--- config.mk ---
export PLATFORM = sky130hd
export DESIGN_NAME = traffic_light_ctrl_flat
export DESIGN_NICKNAME = d
export VERILOG_FILES = /design/src/rtl/traffic_light_ctrl_if.sv /design/src/rtl/traffic_light_ctrl.sv /design/src/flat_wrapper.sv
export SDC_FILE = /design/constraint.sdc
export NUM_CORES = 1
export LEC_CHECK = 0
export CAP_MARGIN = 20
export CELL_PAD_IN_SITES_DETAIL_PLACEMENT = 1
export CELL_PAD_IN_SITES_GLOBAL_PLACEMENT = 1
export CORE_ASPECT_RATIO = 1.4
export CORE_MARGIN = 3
export CORE_UTILIZATION = 44
export DETAILED_ROUTE_END_ITERATION = 8
export PLACE_DENSITY = 0.93
export SYNTH_ARGS = -nofsm -noshare
export SYNTH_HDL_FRONTEND = slang
export SYNTH_SLANG_ARGS = --single-unit
--- constraint.sdc ---
create_clock -name clk -period 5.1 [get_ports clk]
set_input_delay 1.02 -clock clk [delete_from_list [all_inputs] [get_ports clk]]
set_output_delay 1.02 -clock clk [all_outputs]
set_load 0.01 [all_outputs]
--- src/rtl/traffic_light_ctrl_if.sv ---
// Lamp, demand and display signals between the traffic light controller and the board.
// master = controller side, slave = sensors/lamp drivers/display side.
interface traffic_light_ctrl_if #(
    parameter int TSEC_W = 5
);
    logic              side_req;
    logic              ped_req;
    logic              night;
    logic              main_r;
    logic              main_y;
    logic              main_g;
    logic              side_r;
    logic              side_y;
    logic              side_g;
    logic              tick;
    logic [TSEC_W-1:0] tsecond;
    logic [2:0]        phase;

    modport master (
        input  side_req, ped_req, night,
        output main_r, main_y, main_g, side_r, side_y, side_g,
        output tick, tsecond, phase
    );

    modport slave (
        output side_req, ped_req, night,
        input  main_r, main_y, main_g, side_r, side_y, side_g,
        input  tick, tsecond, phase
    );
endinterface

--- src/rtl/traffic_light_ctrl.sv ---
// Two-road six-phase traffic light controller with built-in tick prescaler; optional NIGHT_FLASH_EN.
// Latency: phase/lamps change one clk after the tick that triggers the transition.
// Backpressure: none; requests are latched into a pending flag until side green is served.
module traffic_light_ctrl #(
    parameter int CLK_DIV    = 50000000,
    parameter int TSEC_W     = 5,
    parameter int GREEN_MAIN = 10,
    parameter int GREEN_SIDE = 6,
    parameter int YELLOW     = 3,
    parameter int ALLRED     = 1
) (
    input logic                   clk,
    input logic                   reset,
    traffic_light_ctrl_if.master  lights
);

    typedef enum logic [2:0] {
        MAIN_G = 3'd0,
        MAIN_Y = 3'd1,
        CLR1   = 3'd2,
        SIDE_G = 3'd3,
        SIDE_Y = 3'd4,
        CLR2   = 3'd5,
        FLASH  = 3'd6,
        BAD7   = 3'd7
    } phase_e;

    localparam int DIV_W = $clog2(CLK_DIV);
    localparam logic [DIV_W-1:0]  DIV_LAST = DIV_W'(CLK_DIV - 1);
    localparam logic [TSEC_W-1:0] LAST_GM  = TSEC_W'(GREEN_MAIN - 1);
    localparam logic [TSEC_W-1:0] LAST_GS  = TSEC_W'(GREEN_SIDE - 1);
    localparam logic [TSEC_W-1:0] LAST_Y   = TSEC_W'(YELLOW - 1);
    localparam logic [TSEC_W-1:0] LAST_AR  = TSEC_W'(ALLRED - 1);

    logic [DIV_W-1:0]  div_q;
    logic              tick;
    logic [2:0]        phase_q;
    phase_e            cur;
    phase_e            phase_d;
    phase_e            succ;
    logic [TSEC_W-1:0] tsec_q;
    logic [TSEC_W-1:0] tsec_d;
    logic [TSEC_W-1:0] last;
    logic              exit_ok;
    logic              legal;
    logic              enter_side;
    logic              pending_q;

    // Prescaler: free-running 0..CLK_DIV-1, tick on the terminal count.
    always_ff @(posedge clk) begin
        if (reset) begin
            div_q <= '0;
        end else if (div_q == DIV_LAST) begin
            div_q <= '0;
        end else begin
            div_q <= div_q + DIV_W'(1);
        end
    end

    assign tick = (div_q == DIV_LAST);

    // The register holds the raw encoding so unused codes can be recognised and recovered.
    assign cur = phase_e'(phase_q);

`ifdef NIGHT_FLASH_EN
    logic flash_q;
    logic flash_d;

    always_ff @(posedge clk) begin
        if (reset) begin
            flash_q <= 1'b0;
        end else begin
            flash_q <= flash_d;
        end
    end
`else
    logic night_unused;
    assign night_unused = lights.night;
`endif

    // Per-phase duration, successor and exit condition.
    always_comb begin
        last    = '0;
        succ    = MAIN_G;
        exit_ok = 1'b1;
        legal   = 1'b1;
        case (cur)
            MAIN_G: begin
                last    = LAST_GM;
                succ    = MAIN_Y;
                exit_ok = pending_q;
            end
            MAIN_Y: begin
                last = LAST_Y;
                succ = CLR1;
            end
            CLR1: begin
                last = LAST_AR;
                succ = SIDE_G;
            end
            SIDE_G: begin
                last = LAST_GS;
                succ = SIDE_Y;
            end
            SIDE_Y: begin
                last = LAST_Y;
                succ = CLR2;
            end
            CLR2: begin
                last = LAST_AR;
                succ = MAIN_G;
            end
`ifdef NIGHT_FLASH_EN
            FLASH: begin
                succ    = CLR2;
                exit_ok = ~lights.night;
            end
`endif
            default: begin
                legal = 1'b0;
            end
        endcase
    end

    // Next state; illegal encodings recover on the next clk regardless of tick.
    always_comb begin
        phase_d = cur;
        tsec_d  = tsec_q;
`ifdef NIGHT_FLASH_EN
        flash_d = flash_q;
`endif
        if (!legal) begin
            phase_d = MAIN_G;
            tsec_d  = '0;
        end else if (tick) begin
`ifdef NIGHT_FLASH_EN
            if (cur == MAIN_G && lights.night) begin
                phase_d = FLASH;
                tsec_d  = '0;
                flash_d = 1'b1;
            end else if (cur == FLASH) begin
                if (exit_ok) begin
                    phase_d = succ;
                    tsec_d  = '0;
                end else begin
                    flash_d = ~flash_q;
                end
            end else
`endif
            if (tsec_q == last) begin
                if (exit_ok) begin
                    phase_d = succ;
                    tsec_d  = '0;
                end
            end else begin
                tsec_d = tsec_q + TSEC_W'(1);
            end
        end
    end

    assign enter_side = (phase_d == SIDE_G) && (cur != SIDE_G);

    always_ff @(posedge clk) begin
        if (reset) begin
            phase_q <= MAIN_G;
            tsec_q  <= '0;
        end else begin
            phase_q <= phase_d;
            tsec_q  <= tsec_d;
        end
    end

    // Entering side green consumes the demand, even against a same-clk request.
    always_ff @(posedge clk) begin
        if (reset) begin
            pending_q <= 1'b0;
        end else if (enter_side) begin
            pending_q <= 1'b0;
        end else if (lights.side_req || lights.ped_req) begin
            pending_q <= 1'b1;
        end
    end

    always_comb begin
        lights.main_r = 1'b0;
        lights.main_y = 1'b0;
        lights.main_g = 1'b0;
        lights.side_r = 1'b0;
        lights.side_y = 1'b0;
        lights.side_g = 1'b0;
        case (cur)
            MAIN_G: begin
                lights.main_g = 1'b1;
                lights.side_r = 1'b1;
            end
            MAIN_Y: begin
                lights.main_y = 1'b1;
                lights.side_r = 1'b1;
            end
            SIDE_G: begin
                lights.main_r = 1'b1;
                lights.side_g = 1'b1;
            end
            SIDE_Y: begin
                lights.main_r = 1'b1;
                lights.side_y = 1'b1;
            end
`ifdef NIGHT_FLASH_EN
            FLASH: begin
                lights.main_y = flash_q;
                lights.side_r = flash_q;
            end
`endif
            default: begin
                lights.main_r = 1'b1;
                lights.side_r = 1'b1;
            end
        endcase
    end

    assign lights.tick    = tick;
    assign lights.tsecond = tsec_q;
    assign lights.phase   = phase_q;

endmodule

--- src/flat_wrapper.sv ---
// flat-port wrapper written by rule: the top's interface ports become plain ports
module traffic_light_ctrl_flat 
#(
    parameter int CLK_DIV    = 50000000,
    parameter int TSEC_W     = 5,
    parameter int GREEN_MAIN = 10,
    parameter int GREEN_SIDE = 6,
    parameter int YELLOW     = 3,
    parameter int ALLRED     = 1
)
  (clk, reset, lights_side_req, lights_ped_req, lights_night, lights_main_r, lights_main_y, lights_main_g, lights_side_r, lights_side_y, lights_side_g, lights_tick, lights_tsecond, lights_phase);
  traffic_light_ctrl_if #(.TSEC_W(TSEC_W)) lights_i ();
  input logic clk;
  input logic reset;
  input wire logic [$bits(lights_i.side_req)-1:0] lights_side_req;
  input wire logic [$bits(lights_i.ped_req)-1:0] lights_ped_req;
  input wire logic [$bits(lights_i.night)-1:0] lights_night;
  output wire logic [$bits(lights_i.main_r)-1:0] lights_main_r;
  output wire logic [$bits(lights_i.main_y)-1:0] lights_main_y;
  output wire logic [$bits(lights_i.main_g)-1:0] lights_main_g;
  output wire logic [$bits(lights_i.side_r)-1:0] lights_side_r;
  output wire logic [$bits(lights_i.side_y)-1:0] lights_side_y;
  output wire logic [$bits(lights_i.side_g)-1:0] lights_side_g;
  output wire logic [$bits(lights_i.tick)-1:0] lights_tick;
  output wire logic [$bits(lights_i.tsecond)-1:0] lights_tsecond;
  output wire logic [$bits(lights_i.phase)-1:0] lights_phase;
  assign lights_i.side_req = lights_side_req;
  assign lights_i.ped_req = lights_ped_req;
  assign lights_i.night = lights_night;
  assign lights_main_r = lights_i.main_r;
  assign lights_main_y = lights_i.main_y;
  assign lights_main_g = lights_i.main_g;
  assign lights_side_r = lights_i.side_r;
  assign lights_side_y = lights_i.side_y;
  assign lights_side_g = lights_i.side_g;
  assign lights_tick = lights_i.tick;
  assign lights_tsecond = lights_i.tsecond;
  assign lights_phase = lights_i.phase;
  traffic_light_ctrl #(.CLK_DIV(CLK_DIV), .TSEC_W(TSEC_W), .GREEN_MAIN(GREEN_MAIN), .GREEN_SIDE(GREEN_SIDE), .YELLOW(YELLOW), .ALLRED(ALLRED)) u_core (.clk(clk), .reset(reset), .lights(lights_i));
endmodule
==> metrics.md <==
| Metric | Value |
|---|---|
| RSZ-0062 raised after global routing | `false` |
| I/O Buffers | `18` |
| CTS tree | `built` |
| HPWL after DPL | `~2900 um` |
| Vias in the first global route | `~1600` |
| DIE WIDTH | `58.0 um` |
| Syn_nets | `about 210` |
| Post-synth top area share | `0.420` |
| Post-Place Cells | `250` |
| CP max stage delay | `between 0.5 and 0.6 ns` |
| Clk pin slew, worst setup/hold paths | `around 0.070 ns` |
| Final worst path period share | `0.668` |
| Root Driver | `clkbuf_8` |
| Clock period minus worst slack | `between 3 and 4 ns` |
| Total CTS buffers | `5` |
| Pre-CTS setup slack | `about 2.0 ns` |
| Relative slew slack | `0.429` |
| Pwr per Cell Area | `261 nW/um^2` |
| H-tree Lvls | `2` |
| Critical Path RT | `~4 ns` |
| # setup viols final | `0` |
| Slew @ Worst Pin | `roughly 0.86 ns` |
| Die ar. | `4570 um^2` |
| Setup CP Type | `register to primary output` |
| Drt pass-1 iters | `4` |
| Total global-route track usage | `0.199` |
| Pleak | `between 0.7 and 0.8 nW` |
| Setup_tns | `0 ns` |
| Hold Crit Start | `u_core.div_q[0]` |
| Final ANT Viol Nets | `0` |
| Largest net degree at the start of global routing | `27` |
| Mapped Cells | `199` |
| Worst R2R Start | `u_core.div_q[0]` |
| Worst EP arrival | `2.39 ns` |
| Final slew viol count | `0` |
| Worst setup EP type | `primary output` |
| Worst vdd ir | `around 0.21 mV` |
| Syn. warnings | `0` |
| Antenna violations before repair | `0` |
| GR Overflow Total | `0` |
| Status | `finished clean` |
| First-pass GRT wire length | `between 6000 and 7000 um` |
| Number of synthesized register bits | `35` |
| Max Root-Sink Buffers | `2` |
| Setup WS post-layout | `between 1.5 and 2 ns` |
| Synth unique cells | `34` |
| Worst-path fanout max | `8` |
| Worst-skew pair later-pin latency | `about 0.29 ns` |
| Post-CTS Resized | `0` |
| Top cells by area, synth | `dfxtp_1 (42%), xor2_1 (10%), nor2_1 (8.3%), xnor2_1 (4.2%), nand3_1 (3.6%)` |
| Final Hold Vio Count | `0` |
| Fin cells | `between 200 and 300` |
| DRT iter0 DRCs | `74` |
| Clock skew | `around 0.0048 ns` |
| Max cap viols | `0` |
| Area delta synth->final | `17.9%` |
| Worst hold-check path type | `register to register` |
| Row cnt | `25` |
| Worst setup SP type | `register` |
| Mean Syn Cell Area | `8.37 um^2` |
| Post-Syn Area | `~1700 um^2` |
| # hold bufs at CTS | `0` |
| Starting Density | `0.476` |
| Fmax | `just under 0.3 GHz` |
| Share of post-route cells with drive strength above 1 | `0.0413` |
| Fin nets | `approximately 220` |
| GPL Wtd Cong | `around 0.78` |
| Cell Chain, Critical Path | `ha_1 -> nand3_4 -> or3_1 -> clkinv_1 -> clkdlybuf4s50_1` |
| WL final | `roughly 4000 um` |
| Clk sinks | `35` |
| Slowest CP cell | `clkdlybuf4s50_1` |
| Wirelength per Cell | `15.4 um` |
| Core ar. | `3500 um^2` |
| Vias | `around 1500` |
| Remaining DRCs | `0` |
| Vias per inst | `5.72` |
| Area leader, netlist | `dfxtp_1` |
| Total setup buffers inserted after CTS | `0` |
| Crit. Startpoint | `u_core.div_q[0]` |
| Die height | `slightly below 80 um` |
| Top Ports | `20` |
| Fill cells | `between 400 and 500` |
| # diodes | `0` |
| Register area share after synthesis | `0.420` |
==> logic make-up after synthesis <==
| group | count (synthesis) | share of synthesized area |
|---|---|---|
| flops | 35 | 0.420 |
| buf+inv | 12 | 0.0308 |
| fa+ha+maj | 2 | 0.0150 |
| xor+xnor | 27 | 0.142 |
| compound gates | 23 | 0.0863 |
| simple gates | 100 | 0.306 |
==> routing by layer <==
layer / global-route usage / part of all wire
met2: 0.383 / 0.58
met3: 0.0439 / 0.035
met4: 0.0882 / 0.020
met1: 0.196 / 0.37
met5: 0 / 0
==> cells in the mapped netlist <==
library cell	count
or3_1	5
a31oi_1	1
xor2_1	19
ha_1	2
and3_1	5
nor2b_1	1
nand3_1	12
nand2b_1	1
buf_2	5
o211a_1	1
and4bb_1	2
nand3b_1	1
inv_1	4
a211oi_1	2
o31ai_1	3
nand4_1	6
dfxtp_1	35
a22oi_1	1
clkinv_1	1
o21a_1	1
or2_1	1
o21ai_0	6
nor2_1	37
a21oi_1	6
a21o_1	2
nor4_1	5
and3_4	1
or2b_1	1
nor3_1	7
nand3_4	1
clkbuf_1	2
xnor2_1	8
nor3b_1	1
nand2_1	13
==> metrics by stage <==
stage / area (um^2) / util / total power, mW / hold WS, ns
finish: 1960 / 0.561 / 0.512 / 0.501
global route: 1960 / 0.561 / 0.538 / 0.521
CTS: 1960 / 0.561 / 0.521 / 0.502
detailed placement: 1860 / 0.532 / 0.298 / 0.486
global placement: 1860 / 0.532 / 0.297 / 0.465
floorplan: 1670 / - / 0.293 / 0.442
==> registers in the layout, indices dropped and copies added, names as in the netlist <==
| signal | cells |
|---|---|
| u_core.lights.phase | 3 |
| u_core.lights.tsecond | 5 |
| u_core.div_q | 26 |
| u_core.pending_q | 1 |
==> final cells by class <==
cell class | instances | area, um^2 | area share
Inverter | 5 | 18.8 | 0.00955
Sequential cell | 35 | 701 | 0.357
Clock buffer | 8 | 100 | 0.0510
Multi-Input combinational cell | 152 | 915 | 0.466
Timing Repair Buffer | 18 | 180 | 0.0917
Tap cell | 40 | 50.0 | 0.0255
==> power breakdown <==
group | internal [mW] | total [mW] | leakage, nW | switching [mW]
sequential | 0.276 | 0.279 | 0.283 | 0.00301
combinational | 0.00513 | 0.0123 | 0.367 | 0.00722
clock | 0.123 | 0.221 | 0.0515 | 0.0980
total | 0.404 | 0.512 | 0.701 | 0.108
==> path summary, 6_finish.rpt <==
kind / slack [ns] / to / cells after the start
worst max-delay path: 1.69 / lights_tick / 5
worst min-delay path: 0.50 / u_core.div_q[0] / 1
worst max register to register: 2.69 / u_core.div_q[25] / 5
worst min register to register: 0.50 / u_core.div_q[0] / 1
==> worst max-delay path: cells and delay by family, from the launching register on <==
kind / cells / cell delay [ns]
fa+ha+maj: 1 / 0.28
buf+inv: 2 / 0.78
flops: 1 / 0.41
simple gates: 2 / 0.63
==> layout by cell type (no fill, tap or decap), drive strengths merged, types with 3 or more instances in the layout <==
master	synthesis	final
nand3	13	13
nand2	13	13
inv	4	4
nor3	7	7
nand4	6	6
and3	6	6
dfxtp	35	35
nor2	37	37
a21oi	6	6
o21ai	6	6
xor2	19	19
or3	5	5
o31ai	3	3
nor4	5	5
clkdlybuf4s50	0	18
xnor2	8	8
clkbuf	2	8
No activity file was read; power rests on OpenSTA's default activity.
